File: src/rtl/rr_grant_sequencer_if.sv
// Request/grant bundle between the requesters and the round-robin grant sequencer.
// Requesters drive i_req/i_done; the sequencer drives the registered grant outputs.
interface rr_grant_sequencer_if #(
    parameter int N = 4
);
    localparam int IW = $clog2(N);

    logic [N-1:0]  i_req;
    logic          i_done;
    logic [N-1:0]  o_grant;
    logic [IW-1:0] o_grant_idx;
    logic          o_grant_valid;
    logic          o_timeout;

    modport master (
        output i_req,
        output i_done,
        input  o_grant,
        input  o_grant_idx,
        input  o_grant_valid,
        input  o_timeout
    );

    modport slave (
        input  i_req,
        input  i_done,
        output o_grant,
        output o_grant_idx,
        output o_grant_valid,
        output o_timeout
    );
endinterface

File: src/rtl/rr_grant_sequencer.sv
// Round-robin grant stage: rotates requests by the last grantee, priority-encodes,
// holds a one-hot grant until done, request drop, or the MAX_HOLD limit.
module rr_grant_sequencer #(
    parameter int N        = 4,
    parameter int MAX_HOLD = 8
) (
    input  logic                    i_clk,
    input  logic                    i_rst,
    rr_grant_sequencer_if.slave     bus
);
    localparam int  IW      = $clog2(N);
    localparam int  CW      = (MAX_HOLD < 2) ? 2 : $clog2(MAX_HOLD + 1);
    localparam bit  LIMITED = (MAX_HOLD != 0);

    typedef enum logic [0:0] {
        ST_IDLE  = 1'b0,
        ST_GRANT = 1'b1
    } state_t;

    // Handshake: a requester raises i_req[i] and keeps it high while it wants the
    // resource; once o_grant[i] is seen it owns the resource until it pulses
    // i_done or drops i_req[i], or the hold limit takes the grant away.
    state_t        state_q, state_d;
    logic [IW-1:0] ptr_q, ptr_d;
    logic [IW-1:0] idx_q, idx_d;
    logic          valid_q, valid_d;
    logic [N-1:0]  grant_q, grant_d;
    logic [CW-1:0] hold_q, hold_d;
    logic          timeout_q, timeout_d;

    logic [IW:0]   sel;
    logic [IW:0]   resel;
    logic          rel_done, rel_drop, rel_to;

    // Search ptr+1, ptr+2, ... ending at ptr; returns {found, index}.
    function automatic logic [IW:0] pick(input logic [N-1:0] req, input logic [IW-1:0] ptr);
        logic          found;
        logic [IW-1:0] win;
        int            idx;
        found = 1'b0;
        win   = '0;
        for (int k = 1; k <= N; k++) begin
            idx = (int'(ptr) + k) % N;
            if (!found && req[idx]) begin
                found = 1'b1;
                win   = idx[IW-1:0];
            end
        end
        return {found, win};
    endfunction

    always_comb begin
        state_d   = state_q;
        ptr_d     = ptr_q;
        idx_d     = idx_q;
        valid_d   = valid_q;
        hold_d    = hold_q;
        timeout_d = 1'b0;
        sel       = pick(bus.i_req, ptr_q);
        resel     = pick(bus.i_req, idx_q);
        rel_done  = 1'b0;
        rel_drop  = 1'b0;
        rel_to    = 1'b0;

        case (state_q)
            ST_IDLE: begin
                if (sel[IW]) begin
                    state_d = ST_GRANT;
                    idx_d   = sel[IW-1:0];
                    valid_d = 1'b1;
                    hold_d  = CW'(1);
                end
            end
            ST_GRANT: begin
                rel_done = bus.i_done;
                rel_drop = !bus.i_req[idx_q];
                rel_to   = LIMITED && (hold_q == CW'(MAX_HOLD));
                if (rel_done || rel_drop || rel_to) begin
                    // The releasing grantee becomes the pointer, so it is searched last.
                    ptr_d     = idx_q;
                    timeout_d = rel_to && !rel_done && !rel_drop;
                    if (resel[IW]) begin
                        idx_d  = resel[IW-1:0];
                        hold_d = CW'(1);
                    end else begin
                        state_d = ST_IDLE;
                        idx_d   = '0;
                        valid_d = 1'b0;
                        hold_d  = '0;
                    end
                end else if (hold_q != '1) begin
                    hold_d = hold_q + CW'(1);
                end
            end
            default: begin
                state_d = ST_IDLE;
                idx_d   = '0;
                valid_d = 1'b0;
                hold_d  = '0;
            end
        endcase

        grant_d = N'(valid_d) << idx_d;
    end

    always_ff @(posedge i_clk) begin
        if (i_rst) begin
            state_q   <= ST_IDLE;
            ptr_q     <= IW'(N - 1);
            idx_q     <= '0;
            valid_q   <= 1'b0;
            grant_q   <= '0;
            hold_q    <= '0;
            timeout_q <= 1'b0;
        end else begin
            state_q   <= state_d;
            ptr_q     <= ptr_d;
            idx_q     <= idx_d;
            valid_q   <= valid_d;
            grant_q   <= grant_d;
            hold_q    <= hold_d;
            timeout_q <= timeout_d;
        end
    end

    assign bus.o_grant       = grant_q;
    assign bus.o_grant_idx   = idx_q;
    assign bus.o_grant_valid = valid_q;
    assign bus.o_timeout     = timeout_q;
endmodule

File: src/flat_wrapper.sv
// flat-port wrapper written by rule: the top's interface ports become plain ports
module rr_grant_sequencer_flat 
#(
    parameter int N        = 4,
    parameter int MAX_HOLD = 8
)
  (i_clk, i_rst, bus_i_req, bus_i_done, bus_o_grant, bus_o_grant_idx, bus_o_grant_valid, bus_o_timeout);
  rr_grant_sequencer_if #(.N(N)) bus_i ();
  input  logic i_clk;
  input  logic i_rst;
  input wire logic [$bits(bus_i.i_req)-1:0] bus_i_req;
  input wire logic [$bits(bus_i.i_done)-1:0] bus_i_done;
  output wire logic [$bits(bus_i.o_grant)-1:0] bus_o_grant;
  output wire logic [$bits(bus_i.o_grant_idx)-1:0] bus_o_grant_idx;
  output wire logic [$bits(bus_i.o_grant_valid)-1:0] bus_o_grant_valid;
  output wire logic [$bits(bus_i.o_timeout)-1:0] bus_o_timeout;
  assign bus_i.i_req = bus_i_req;
  assign bus_i.i_done = bus_i_done;
  assign bus_o_grant = bus_i.o_grant;
  assign bus_o_grant_idx = bus_i.o_grant_idx;
  assign bus_o_grant_valid = bus_i.o_grant_valid;
  assign bus_o_timeout = bus_i.o_timeout;
  rr_grant_sequencer #(.N(N), .MAX_HOLD(MAX_HOLD)) u_core (.i_clk(i_clk), .i_rst(i_rst), .bus(bus_i));
endmodule
File: config.mk
export PLATFORM = sky130hd
export DESIGN_NAME = rr_grant_sequencer_flat
export DESIGN_NICKNAME = d
export VERILOG_FILES = /design/src/rtl/rr_grant_sequencer_if.sv /design/src/rtl/rr_grant_sequencer.sv /design/src/flat_wrapper.sv
export SDC_FILE = /design/constraint.sdc
export NUM_CORES = 1
export LEC_CHECK = 0
export CAP_MARGIN = 0
export CORE_MARGIN = 5
export CORE_UTILIZATION = 42
export CTS_CLUSTER_DIAMETER = 30
export DETAILED_ROUTE_END_ITERATION = 7
export GPL_ROUTABILITY_DRIVEN = 0
export PLACE_DENSITY = 0.71
export SLEW_MARGIN = 25
export SYNTH_ARGS = -nofsm -noshare
export SYNTH_HDL_FRONTEND = slang
export SYNTH_SLANG_ARGS = --single-unit
File: constraint.sdc
create_clock -name i_clk -period 2 [get_ports i_clk]
set_clock_uncertainty 0.1 [all_clocks]
set_input_delay 0.3 -clock i_clk [delete_from_list [all_inputs] [get_ports i_clk]]
set_output_delay 0.3 -clock i_clk [all_outputs]
set_load 0.02 [all_outputs]
==> impl_results.md, run 1 <==
- Tmin final: 2.03 ns
- Die Area: 0.00362 mm^2
- Vias per cell: 6.04
- Crit path depth: 7
- Hpwl dp: 2150 um
- Share of layout cells above drive strength 1: 37.8%
- Final nets: 166
- Worst slack at placement: -0.396 ns
- DRT Pass-1 Iters: 4
- Arr. time, crit path: 2.10 ns
- Starting Density: 43.5%
- Max clock buf depth: 2
- Failing checks: negative setup slack
- Slowest-stage cell, CP: clkdlybuf4s50_1
- NetSw: 297 uW
- Seq/Total Area, Yosys: 28.4%
- Mapped Nets: 133
- WP buf/inv: 2
- Clk slew on worst S/H paths: 0.09 ns
- Status: finished with violations
- Final antenna-violating net count: 0
- YS warnings: 0
- Worst setup margin: -0.0300 ns
- Post-synth top flop: dfxtp_1
- Reg power frac: 40.6%
- Max-cap violations: 0
- Final period util: 102%
- Actual slew at the worst max-slew pin: 0.383 ns
- Syn Area/Cell: 8.53 um^2
- Mapped Area: 0.00106 mm^2
- Switching part of the total: about a third
- # rows: 18
- CTS tree: done
- Worst Setup Start Kind: input pin
- H-tree Lvls: 1
- Hold Buf Count CTS: 0
- Area grow syn2layout: 40.6%
- Leakage: approximately 0.00061 uW
- Final count of pins violating max slew: 0
- Worst vdd rail ir drop: 0.428 mV
- Initial antenna violation count: 0
- P_int: 566 uW
- Largest stage delay, worst path: 0.43 ns
- Synth area leaders: dfxtp_1 28%, nand2b_1 3.6%, a21oi_1 3.3%, mux2_2 3.2%, a311o_1 2.8%
- Pwr Density: 581 mW/mm^2
- Drc violations: 0
- First-pass GRT wire length: approximately 4700 um
- Cell taking the most area after synthesis: dfxtp_1
- Rel. slew slack: 74.4%
- PnR Total Power: 863 uW
- FF/Latch Area: 308 um^2
- Critical path, cell by cell: clkdlybuf4s50_1 > or2_2 > o2bb2ai_4 > buf_4 > nand2_2 > a221o_1 > and4_1
- Finished Layout Cells: 186
- WS Path Type: input pin to register
- Cts bufs inserted: 3
- Comb pwr share: 39.3%
- # port buffers: 14
- Top cells by count, synth: 15 x dfxtp_1, 8 x inv_1, 7 x a21oi_1
- Inst Count DP: between 150 and 200
- Count of different cell masters after synthesis: 46
- Flop2flop setup slack: about 0.02 ns
- Clk_lat worst skew: approximately 0.28 ns
- Fmax: 0.493 GHz
- Hold Path Class: register to register
- Clk pwr share: 20.1%
- Antenna cells: 0
- Root Driver: clkbuf_4
- 1st-iter DRT viols: 41
- Ports: 15
- Clock sinks: 15
- Routed Wire Length: 3100 um
- Top-count cell post-synth: dfxtp_1
- Worst hold margin: 0.419 ns
- Core ar.: 0.00243 mm^2
- WHS Path Cells: 2
- Final setup vio count: 1
- Reg2reg path depth: 5
- Fin util: 61.1%
- Seq cells post-synth: 15
- Fill cells: 210
- Async set-reset flop share out of synthesis: 0%
- CP top delay family: simple AND/OR/NAND/NOR gates
- EDFF count, synth: 0
- Gr usage total: 17.3%
- Grt ovf: 0
- Die height: 60.2 um
- Syn Inst Count: 124
- Largest fanout on the critical path: 7
- Multi-input gate area: approximately 760 um^2
- Horiz. Die Dim: 60.2 um
- Pin count of the biggest net entering global routing: 15
- Synth top area share: 28.4%
- Hold violation count in the final report: 0
- CP endpoint kind: register
- WP data required: 2.07 ns
- Number of global-route vias before repair: 1067
- Via count: 1123
- Wirelength per Cell: around 17 um
[final timing paths]
check	endpoint	startpoint
max	u_core.bus.o_grant[3]$_SDFF_PP0_	bus_i_done
min reg2reg	u_core.hold_q[2]$_SDFFE_PP0P_	u_core.hold_q[2]$_SDFFE_PP0P_
min	u_core.hold_q[2]$_SDFFE_PP0P_	u_core.hold_q[2]$_SDFFE_PP0P_
max reg2reg	u_core.bus.o_grant[3]$_SDFF_PP0_	u_core.bus.o_grant_idx[0]$_SDFF_PP0_
[kinds of logic (layout without fill, tap and decap cells)]
| logic type | after synthesis | in the layout | share of synthesized area (%) |
|---|---|---|---|
| and+or+nand+nor | 44 | 44 | 24.5 |
| AOI/OAI and AO/OA | 39 | 39 | 29.8 |
| buffers and inverters | 18 | 50 | 7.69 |
| DFF | 15 | 15 | 28.4 |
| muxes | 6 | 6 | 7.22 |
| adders and majority gates | 2 | 2 | 2.37 |
[what timing repair did]
item / in CTS / in global routing
gates cloned: 0 / 0
pin swaps: 0 / 14
resized for setup: 6 / 25
endpoints found under the setup margin: 5 / 9
buffers inserted: 0 / 1
[worst reg2reg max path, stage by stage, from the launching register on]
cell	delay, ns
dfxtp_4	0.39
mux2_4	0.33
o2bb2ai_4	0.14
a211o_1	0.30
a221o_1	0.41
and4_1	0.20
[routing by layer]
layer  vias up  GRT usage [%]  part of all wire (%)
met4         0           7.28                   2.4
met3        12           3.89                   6.1
met5         -              0                     0
met1       538           20.6                    41
li1        527              -                     -
met2        46           29.3                    51
[layout by cell type, fill, tap and decap left out, types with 2 or more instances in the layout]
cell type and n:
nor4_1 2, clkdlybuf4s50_1 10, dlygate4sd2_1 2, mux2_2 2, nor2_4 2, a311o_1 3, clkbuf_4 3, a211oi_2 2
a21o_1 2, dlymetal6s2s_1 2, dfxtp_1 11, inv_1 5, nor3_1 4, nand2b_1 6, nor2b_1 4, mux2i_1 2
a221oi_2 2, o21ai_0 4, a211o_1 2, buf_4 23, or4_4 2, and3_1 3, nor2_1 5, nand2_1 5
dfxtp_2 3, inv_2 3, a21oi_1 6, a31oi_1 3
[power by group through the flow]
stage | Combinational, uW | Sequential, uW | Clock [uW]
after floorplan | 186 | 354 | 0
after global placement | 294 | 351 | 0
after detailed placement | 302 | 354 | 0
after CTS | 311 | 347 | 181
after global routing | 359 | 354 | 198
final | 340 | 350 | 173
[sequential cells by signal, indices dropped and copies added, names as in the netlist]
signal / cells
u_core.ptr_q: 2
u_core.bus.o_grant_valid: 1
u_core.bus.o_grant_idx: 2
u_core.state_q: 1
u_core.bus.o_grant: 4
u_core.bus.o_timeout: 1
u_core.hold_q: 4
[per-stage QoR]
stage	TNS, ns	instance area (um^2)
after CTS	0	1400
after floorplan	0	1060
after global routing	-0.00673	1490
after detailed placement	-3.72	1360
after global placement	-3.25	1360
final	-0.0300	1490
[final cells by class]
type / count / area share [%]
Timing Repair Buffer: 38 / 22.0
Multi-Input combinational cell: 91 / 51.0
Sequential cell: 15 / 20.7
Tap cell: 30 / 2.53
Inverter: 8 / 2.02
Clock buffer: 4 / 1.77
Note: power is estimated with default switching activity, not from simulation.
==> run 2, diff against run 1 <==
- CTS_CLUSTER_DIAMETER: 30 -> unset
==> results of run 2 <==
The final DEF is identical to that of run 1; final timing and power are the same.
